--- src/rtl/spi_slave_sync.sv ---
// SPI slave (modes 0-3) bridged to valid/ready streams through rx/tx FIFOs, single clk domain.
// Words decode one clk after their last sample edge; streams stall only on FIFO full/empty.

module spi_slave_sync_fifo #(
   parameter int WIDTH = 8,
   parameter int DEPTH = 16
) (
   input  logic                   clk,
   input  logic                   reset,
   input  logic                   i_flush,
   input  logic                   i_push,
   input  logic [WIDTH-1:0]       i_push_dat,
   input  logic                   i_pop,
   output logic [WIDTH-1:0]       o_head,
   output logic [$clog2(DEPTH):0] o_count,
   output logic                   o_empty
);
   localparam int AW = $clog2(DEPTH);

   logic [WIDTH-1:0] r_mem [DEPTH];
   logic [AW-1:0]    r_wr_ptr;
   logic [AW-1:0]    r_rd_ptr;
   logic [AW:0]      r_count;
   logic             w_full;
   logic             w_pop;
   logic             w_push;

   assign o_empty = (r_count == '0);
   assign w_full  = (r_count == (AW+1)'(DEPTH));
   assign w_pop   = i_pop & ~o_empty;
   // A pop in the same cycle frees the slot, so a full FIFO still accepts a push.
   assign w_push  = i_push & (~w_full | w_pop);
   assign o_head  = r_mem[r_rd_ptr];
   assign o_count = r_count;

   always_ff @(posedge clk) begin
      if (w_push && !i_flush)
         r_mem[r_wr_ptr] <= i_push_dat;
   end

   always_ff @(posedge clk or posedge reset) begin
      if (reset) begin
         r_wr_ptr <= '0;
         r_rd_ptr <= '0;
         r_count  <= '0;
      end else if (i_flush) begin
         r_wr_ptr <= '0;
         r_rd_ptr <= '0;
         r_count  <= '0;
      end else begin
         if (w_push) r_wr_ptr <= r_wr_ptr + AW'(1);
         if (w_pop)  r_rd_ptr <= r_rd_ptr + AW'(1);
         case ({w_push, w_pop})
            2'b10:   r_count <= r_count + (AW+1)'(1);
            2'b01:   r_count <= r_count - (AW+1)'(1);
            default: r_count <= r_count;
         endcase
      end
   end
endmodule

module spi_slave_sync #(
   parameter int WIDTH       = 8,
   parameter int DEPTH       = 16,
   parameter int CPOL        = 0,
   parameter int CPHA        = 0,
   parameter int SYNC_STAGES = 2
) (
   input  logic             clk,
   input  logic             reset,
   input  logic             SCK,
   input  logic             MOSI,
   output logic             MISO,
   input  logic             SSEL,
   output logic [WIDTH-1:0] read_data,
   output logic             read_vld,
   input  logic             read_rdy,
   input  logic [WIDTH-1:0] write_data,
   input  logic             write_vld,
   output logic             write_rdy,
   output logic             spi_reset
);
   localparam int          CW          = $clog2(DEPTH) + 1;
   localparam int          BW          = $clog2(WIDTH);
   localparam logic        P_IDLE      = (CPOL != 0);
   localparam logic        SAMPLE_RISE = ((CPOL != 0) == (CPHA != 0));
   localparam logic [63:0] MAXV        = (64'd1 << WIDTH) - 64'd1;
   localparam logic [WIDTH-1:0] OP_STATUS = WIDTH'(8'h81);
   localparam logic [WIDTH-1:0] OP_READ   = WIDTH'(8'h82);
   localparam logic [WIDTH-1:0] OP_WRITE  = WIDTH'(8'h04);
   localparam logic [WIDTH-1:0] OP_WR_RD  = WIDTH'(8'h86);
   localparam logic [WIDTH-1:0] OP_RESET  = WIDTH'(8'h08);

   typedef enum logic [2:0] {
      S_IDLE, S_STATUS0, S_STATUS1, S_STATUS2, S_READ, S_WRITE, S_WRITE_READ
   } state_t;

   function automatic logic [WIDTH-1:0] sat(input logic [CW-1:0] v);
      logic [63:0] v64;
      v64 = 64'(v);
      if (v64 > MAXV) return '1;
      return v64[WIDTH-1:0];
   endfunction

   logic [SYNC_STAGES-1:0] r_sck_sync, r_ssel_sync, r_mosi_sync;
   logic                   r_sck_d, r_ssel_d, r_active;
   logic                   w_sck, w_ssel, w_mosi, w_ssel_fall, w_sample, w_shift, w_load;
   logic [BW-1:0]          r_bit_cnt;
   logic [WIDTH-2:0]       r_rx_shift;
   logic [WIDTH-1:0]       r_rx_word, r_tx_shift;
   logic                   r_word_done, r_done_d;
   state_t                 r_state, w_state_nxt;
   logic [WIDTH-1:0]       w_load_word;
   logic                   w_tx_pop, w_rx_push, w_under_set, w_over_set, w_flag_clr, w_dec_reset;
   logic                   r_underflow, r_overflow, r_spi_reset;
   logic [WIDTH-1:0]       w_tx_head;
   logic [CW-1:0]          w_rx_count, w_tx_count;
   logic                   w_rx_empty, w_tx_empty, w_rx_full;

   assign w_sck       = r_sck_sync[SYNC_STAGES-1];
   assign w_ssel      = r_ssel_sync[SYNC_STAGES-1];
   assign w_mosi      = r_mosi_sync[SYNC_STAGES-1];
   assign w_ssel_fall = r_ssel_d & ~w_ssel;
   assign w_sample    = r_active & (SAMPLE_RISE ? (w_sck & ~r_sck_d) : (~w_sck & r_sck_d));
   assign w_shift     = r_active & (SAMPLE_RISE ? (~w_sck & r_sck_d) : (w_sck & ~r_sck_d));
   // CPHA=1 presents each word on its leading shift edge; CPHA=0 preloads it right after the previous word decodes.
   assign w_load      = r_active & ((CPHA != 0) ? (w_shift & (r_bit_cnt == '0)) : r_done_d);

   // SSEL sync resets low so a select already held low at reset release is ignored until it toggles.
   always_ff @(posedge clk or posedge reset) begin
      if (reset) begin
         r_sck_sync  <= {SYNC_STAGES{P_IDLE}};
         r_ssel_sync <= '0;
         r_mosi_sync <= '0;
         r_sck_d     <= P_IDLE;
         r_ssel_d    <= 1'b0;
         r_active    <= 1'b0;
      end else begin
         r_sck_sync  <= (r_sck_sync << 1) | SYNC_STAGES'(SCK);
         r_ssel_sync <= (r_ssel_sync << 1) | SYNC_STAGES'(SSEL);
         r_mosi_sync <= (r_mosi_sync << 1) | SYNC_STAGES'(MOSI);
         r_sck_d     <= w_sck;
         r_ssel_d    <= w_ssel;
         if (w_ssel)           r_active <= 1'b0;
         else if (w_ssel_fall) r_active <= 1'b1;
      end
   end

   always_ff @(posedge clk or posedge reset) begin
      if (reset) begin
         r_bit_cnt   <= '0;
         r_rx_shift  <= '0;
         r_rx_word   <= '0;
         r_word_done <= 1'b0;
         r_done_d    <= 1'b0;
      end else begin
         r_word_done <= 1'b0;
         r_done_d    <= r_word_done;
         if (!r_active) begin
            r_bit_cnt  <= '0;
            r_rx_shift <= '0;
         end else if (w_sample) begin
            r_rx_shift <= {r_rx_shift[WIDTH-3:0], w_mosi};
            if (r_bit_cnt == BW'(WIDTH-1)) begin
               r_bit_cnt   <= '0;
               r_rx_word   <= {r_rx_shift, w_mosi};
               r_word_done <= 1'b1;
            end else begin
               r_bit_cnt <= r_bit_cnt + BW'(1);
            end
         end
      end
   end

   always_ff @(posedge clk or posedge reset) begin
      if (reset)                              r_tx_shift <= '0;
      else if (!r_active)                     r_tx_shift <= '0;
      else if (w_load)                        r_tx_shift <= w_load_word;
      else if (w_shift && r_bit_cnt != '0)    r_tx_shift <= {r_tx_shift[WIDTH-2:0], 1'b0};
   end

   always_ff @(posedge clk or posedge reset) begin
      if (reset) r_state <= S_IDLE;
      else       r_state <= w_state_nxt;
   end

   always_comb begin
      w_state_nxt = r_state;
      w_load_word = '0;
      w_tx_pop    = 1'b0;
      w_rx_push   = 1'b0;
      w_under_set = 1'b0;
      w_flag_clr  = 1'b0;
      w_dec_reset = 1'b0;
      if (r_word_done) begin
         case (r_state)
            S_IDLE: begin
               if      (r_rx_word == OP_STATUS) w_state_nxt = S_STATUS0;
               else if (r_rx_word == OP_READ)   w_state_nxt = S_READ;
               else if (r_rx_word == OP_WRITE)  w_state_nxt = S_WRITE;
               else if (r_rx_word == OP_WR_RD)  w_state_nxt = S_WRITE_READ;
               else if (r_rx_word == OP_RESET)  w_dec_reset = 1'b1;
            end
            S_WRITE, S_WRITE_READ: w_rx_push = 1'b1;
            default: ;
         endcase
      end
      if (w_load) begin
         case (r_state)
            S_STATUS0: begin
               w_load_word = sat(CW'(DEPTH) - w_rx_count);
               w_state_nxt = S_STATUS1;
            end
            S_STATUS1: begin
               w_load_word = sat(w_tx_count);
               w_state_nxt = S_STATUS2;
            end
            S_STATUS2: begin
               w_load_word = WIDTH'({r_underflow, r_overflow});
               w_flag_clr  = 1'b1;
               w_state_nxt = S_IDLE;
            end
            S_READ, S_WRITE_READ: begin
               if (!w_tx_empty) begin
                  w_load_word = w_tx_head;
                  w_tx_pop    = 1'b1;
               end else begin
                  w_under_set = 1'b1;
               end
            end
            default: ;
         endcase
      end
      if (!r_active) w_state_nxt = S_IDLE;
   end

   // A full rx FIFO is not empty, so read_rdy alone tells whether a slot frees this cycle.
   assign w_rx_full  = (w_rx_count == CW'(DEPTH));
   assign w_over_set = w_rx_push & w_rx_full & ~read_rdy;

   always_ff @(posedge clk or posedge reset) begin
      if (reset) begin
         r_underflow <= 1'b0;
         r_overflow  <= 1'b0;
         r_spi_reset <= 1'b0;
      end else begin
         r_underflow <= (r_underflow & ~w_flag_clr) | w_under_set;
         r_overflow  <= (r_overflow & ~w_flag_clr) | w_over_set;
         r_spi_reset <= w_dec_reset;
      end
   end

   spi_slave_sync_fifo #(.WIDTH(WIDTH), .DEPTH(DEPTH)) u_rx_fifo (
      .clk        (clk),
      .reset      (reset),
      .i_flush    (w_dec_reset),
      .i_push     (w_rx_push),
      .i_push_dat (r_rx_word),
      .i_pop      (read_rdy),
      .o_head     (read_data),
      .o_count    (w_rx_count),
      .o_empty    (w_rx_empty)
   );

   spi_slave_sync_fifo #(.WIDTH(WIDTH), .DEPTH(DEPTH)) u_tx_fifo (
      .clk        (clk),
      .reset      (reset),
      .i_flush    (w_dec_reset),
      .i_push     (write_vld),
      .i_push_dat (write_data),
      .i_pop      (w_tx_pop),
      .o_head     (w_tx_head),
      .o_count    (w_tx_count),
      .o_empty    (w_tx_empty)
   );

   assign MISO      = r_tx_shift[WIDTH-1];
   assign read_vld  = ~w_rx_empty;
   assign write_rdy = (w_tx_count != CW'(DEPTH));
   assign spi_reset = r_spi_reset;
endmodule

--- config.mk ---
export PLATFORM = sky130hd
export DESIGN_NAME = spi_slave_sync
export DESIGN_NICKNAME = d
export VERILOG_FILES = /design/src/rtl/spi_slave_sync.sv
export SDC_FILE = /design/constraint.sdc
export NUM_CORES = 1
export LEC_CHECK = 0
export CAP_MARGIN = 30
export CORE_UTILIZATION = 55
export CTS_CLUSTER_DIAMETER = 150
export DETAILED_ROUTE_END_ITERATION = 8
export DONT_BUFFER_PORTS = 1
export GPL_ROUTABILITY_DRIVEN = 0
export HOLD_SLACK_MARGIN = 0.08
export PLACE_DENSITY = 0.74
export SETUP_SLACK_MARGIN = 0.15
export SYNTH_ARGS = -nofsm -noshare
export SYNTH_HDL_FRONTEND = slang
export SYNTH_SLANG_ARGS = --single-unit
--- constraint.sdc ---
create_clock -name clk -period 7.3 [get_ports clk]
set_clock_uncertainty 0.2 [all_clocks]
set_input_delay 1.095 -clock clk [delete_from_list [all_inputs] [get_ports clk]]
set_output_delay 1.095 -clock clk [all_outputs]
set_load 0.01 [all_outputs]
==> results.toml <==
[grt]
grt.overflow.total = 0
grt_antenna_before_repair = 0
grt_max_degree = 70
grt_use_total_pct = 22.8
grt_pass1_vias = 7274
grt_pass1_wl_mm = 41.5

[flow_run]
drv_cap = 0

[worst_setup_path]
start_kind = "register"
cp_top_family = "multiplexers"
cp.required_ns = 6.00
path_common_cell = "mux4_2"
crit_chain = "buf_4 > mux4_2 > mux4_2"
path_class = "register to output pin"
critPathMaxFanout = 28
crit_buf_inv = 1
r2r_start = "u_rx_fifo.o_count[0]$_DFFE_PP0P_"
reg2reg_setup_slack_ns = 3.93
worstSetupEndpointType = "output pin"
reg2reg_depth = 13
cp_data_arrival_time_ns = 2.45
cp_slowest_cell = "mux4_2"
worstReg2RegEnd = "u_rx_fifo.o_count[4]$_DFFE_PP0P_"
slowest_delay_ns = 0.57

[timing]
fin_crit_ns = 3.74
timing.hold.ws_ns = 0.146
fin_crit_sh_pct = 51.2
relSlewSlack_pct = 37.6
setup_viol = 0
rsz0062_at_grt = "no"
tns_ns = 0
tightest_slew_ns = 0.932
slew_viol_final = 0
setup_slack_ns = 3.56
max_freq_mhz = 267
final-hold-violation-count = 0

[cts]
hold_buffers = 0
clk_pin_slew_ns = 0.06
cts_tree = "built"
clockRootBuffer = "clkbuf_16"
max-clock-path-buffers = 3
cts_buffers = 34
post_cts_buffers = 0
clk_latency_ns = 0.51
ctsResizeCount = 0
htreeDepth = 2
cts_sinks = 325

[synth]
ys_seq_elements = 325
synth_mux_area_share_pct = 14.3
yosys.area.top_type = "edfxtp_1"
ys.flop_type = "edfxtp_1"
synth_top_family_by_area = "multiplexers"
yosysSeqAreaShare_pct = 69.9
synth_top_area_share_pct = 57.1
syn_area_um2 = 13500
synthSimpleGateAreaFrac_pct = 6.58
synth_area_per_cell_um2 = 17.7
yosysUniqueCellTypes = 64
synth-edff-count = 256
syn_nets = 801
synthTopCellsByArea = "edfxtp_1 57%, dfrtp_1 13%, mux4_2 12%"
yosys_warnings = 0
synth_async_sr_flop_share_pct = 21.2
netlist_instances = 762
synth_fa_ha_area_share_pct = 2.34
synth-compound-area-share_pct = 3.59
synthXorXnorAreaFrac_pct = 1.36

[outcome]
status = "finished, final reports clean"

[cells_and_area]
fin_area_um2 = 14900
nNetsFinal = 819
diodes = 0
final_cell_mix = "256 x edfxtp_1, 72 x mux4_2, 66 x dfrtp_1"
drive_gt1_share_pct = 20.6
final_common_cell = "edfxtp_1"
area_delta_synth_final_pct = 10.9

[routing]
wl_per_cell_um = 24.0
first_pass_iters = 5
ant_nets = 0
drc_errors = 0
drt_iter0_drc = 548
via_per_inst = 6.14
drt_wl_total_mm = 27.0
routed-via-count = 6905

[power_and_ir_drop]
p_leak_nw = 5.29
pwr-share-comb_pct = 12.4
powerDensity_nw_per_um2 = 300
netSwitchingPower_w = 0.00112
p_seq_share_pct = 50.1
clkPwrFrac_pct = 37.5
swShare_pct = 24.9
ir_drop_v = 0.000167
p_int_w = 0.00337

[floorplanning]
num_io_pins = 27
core_um2 = 23800
dieArea_um2 = 25100
die_x_um = 159
die_y_um = 159
initial_core_util_pct = 56.7
num_rows = 56

[hold_path]
hold_end = "r_mosi_sync[1]$_DFF_PP0_"
worstHoldStart = "r_mosi_sync[0]$_DFF_PP0_"
hold_path_depth = 0
hold_class = "register to register"

[placed_design]
hpwlAfterDp_mm = 17.2
pre_cts_ws_ns = 3.92
place_area_um2 = 13800
portBuffers = 0
routing by layer:
metal / share of wire (%) / wire (µm) / global-route usage, % / vias up
met1: 37 / 10100 / 27.1 / 3550
li1: - / - / - / 3016
met3: 6.5 / 1740 / 4.84 / 83
met5: 0 / 0 / 0 / -
met4: 3.8 / 1030 / 9.98 / 0
met2: 52 / 14100 / 40.1 / 256
cell usage after synthesis, types with 9 or more instances:
cell      count
buf_2        11
nor2_1       35
ha_1         22
dfrtp_1      69
edfxtp_1    256
a21oi_1      19
nand2_1      37
mux4_2       72
clkbuf_1     16
and3_1       25
nor3_1       12
inv_1        25
nor2b_1      13
mux2i_1      20
xnor2_1      11
mux2_2        9
final cells by class:
class	count	area, µm²
clock buffers	44	908
well taps	319	399
multi-input cells	376	3790
inverters	26	97.6
clock inverters	18	188
fillers	1572	8810
repair buffers	17	140
flip-flops and latches	325	9420
worst max path at each step:
stage / slack [ns] / end / startpoint / cells past startpoint
5_1_grt: 3.47 / read_data[6] / u_rx_fifo.r_rd_ptr[0]$_DFFE_PP0P_ / 3
6_report: 3.56 / read_data[6] / u_rx_fifo.r_rd_ptr[1]$_DFFE_PP0P_ / 3
2_1_floorplan: 4.17 / read_data[0] / u_rx_fifo.r_rd_ptr[0]$_DFFE_PP0P_ / 4
3_5_place_dp: 3.92 / u_rx_fifo.r_mem[9][3]$_DFFE_PP_ / u_rx_fifo.o_count[0]$_DFFE_PP0P_ / 8
4_1_cts: 3.53 / read_data[6] / u_rx_fifo.r_rd_ptr[0]$_DFFE_PP0P_ / 3
3_3_place_gp: 3.73 / read_data[7] / u_rx_fifo.r_rd_ptr[0]$_DFFE_PP0P_ / 2
power by group through the flow:
| stage | sequential, W | combinational (W) | clock, W |
|---|---|---|---|
| 2_1_floorplan | 0.00221 | 0.000480 | 0 |
| 3_3_place_gp | 0.00231 | 0.000470 | 0 |
| 3_5_place_dp | 0.00228 | 0.000560 | 0 |
| 4_1_cts | 0.00225 | 0.000566 | 0.00171 |
| 5_1_grt | 0.00226 | 0.000617 | 0.00177 |
| 6_report | 0.00225 | 0.000558 | 0.00168 |
sequential cells by signal, indices dropped and copies added, names as in the netlist, 5 cells and up:
| name | cells |
|---|---|
| r_rx_shift | 7 |
| r_rx_word | 8 |
| r_tx_shift | 8 |
| u_rx_fifo.o_count | 5 |
| u_rx_fifo.r_mem | 128 |
| u_tx_fifo.o_count | 5 |
| u_tx_fifo.r_mem | 128 |
cells by family (layout without fill, tap and decap cells):
logic type,after synthesis,count (layout)
flops,325,325
compound gates,67,67
xor+xnor,20,20
fa+ha+maj,24,24
simple gates,164,164
mux,101,101
buf+inv,61,105
through the flow:
step / util [%] / cells / total power [W]
2_1_floorplan: - / 762 / 0.00269
3_3_place_gp: 58.2 / 1061 / 0.00278
3_5_place_dp: 58.3 / 1062 / 0.00284
4_1_cts: 62.9 / 1124 / 0.00452
5_1_grt: 62.9 / 1125 / 0.00465
6_report: 62.9 / 1125 / 0.00448
Power figures use the tool's default switching activity.
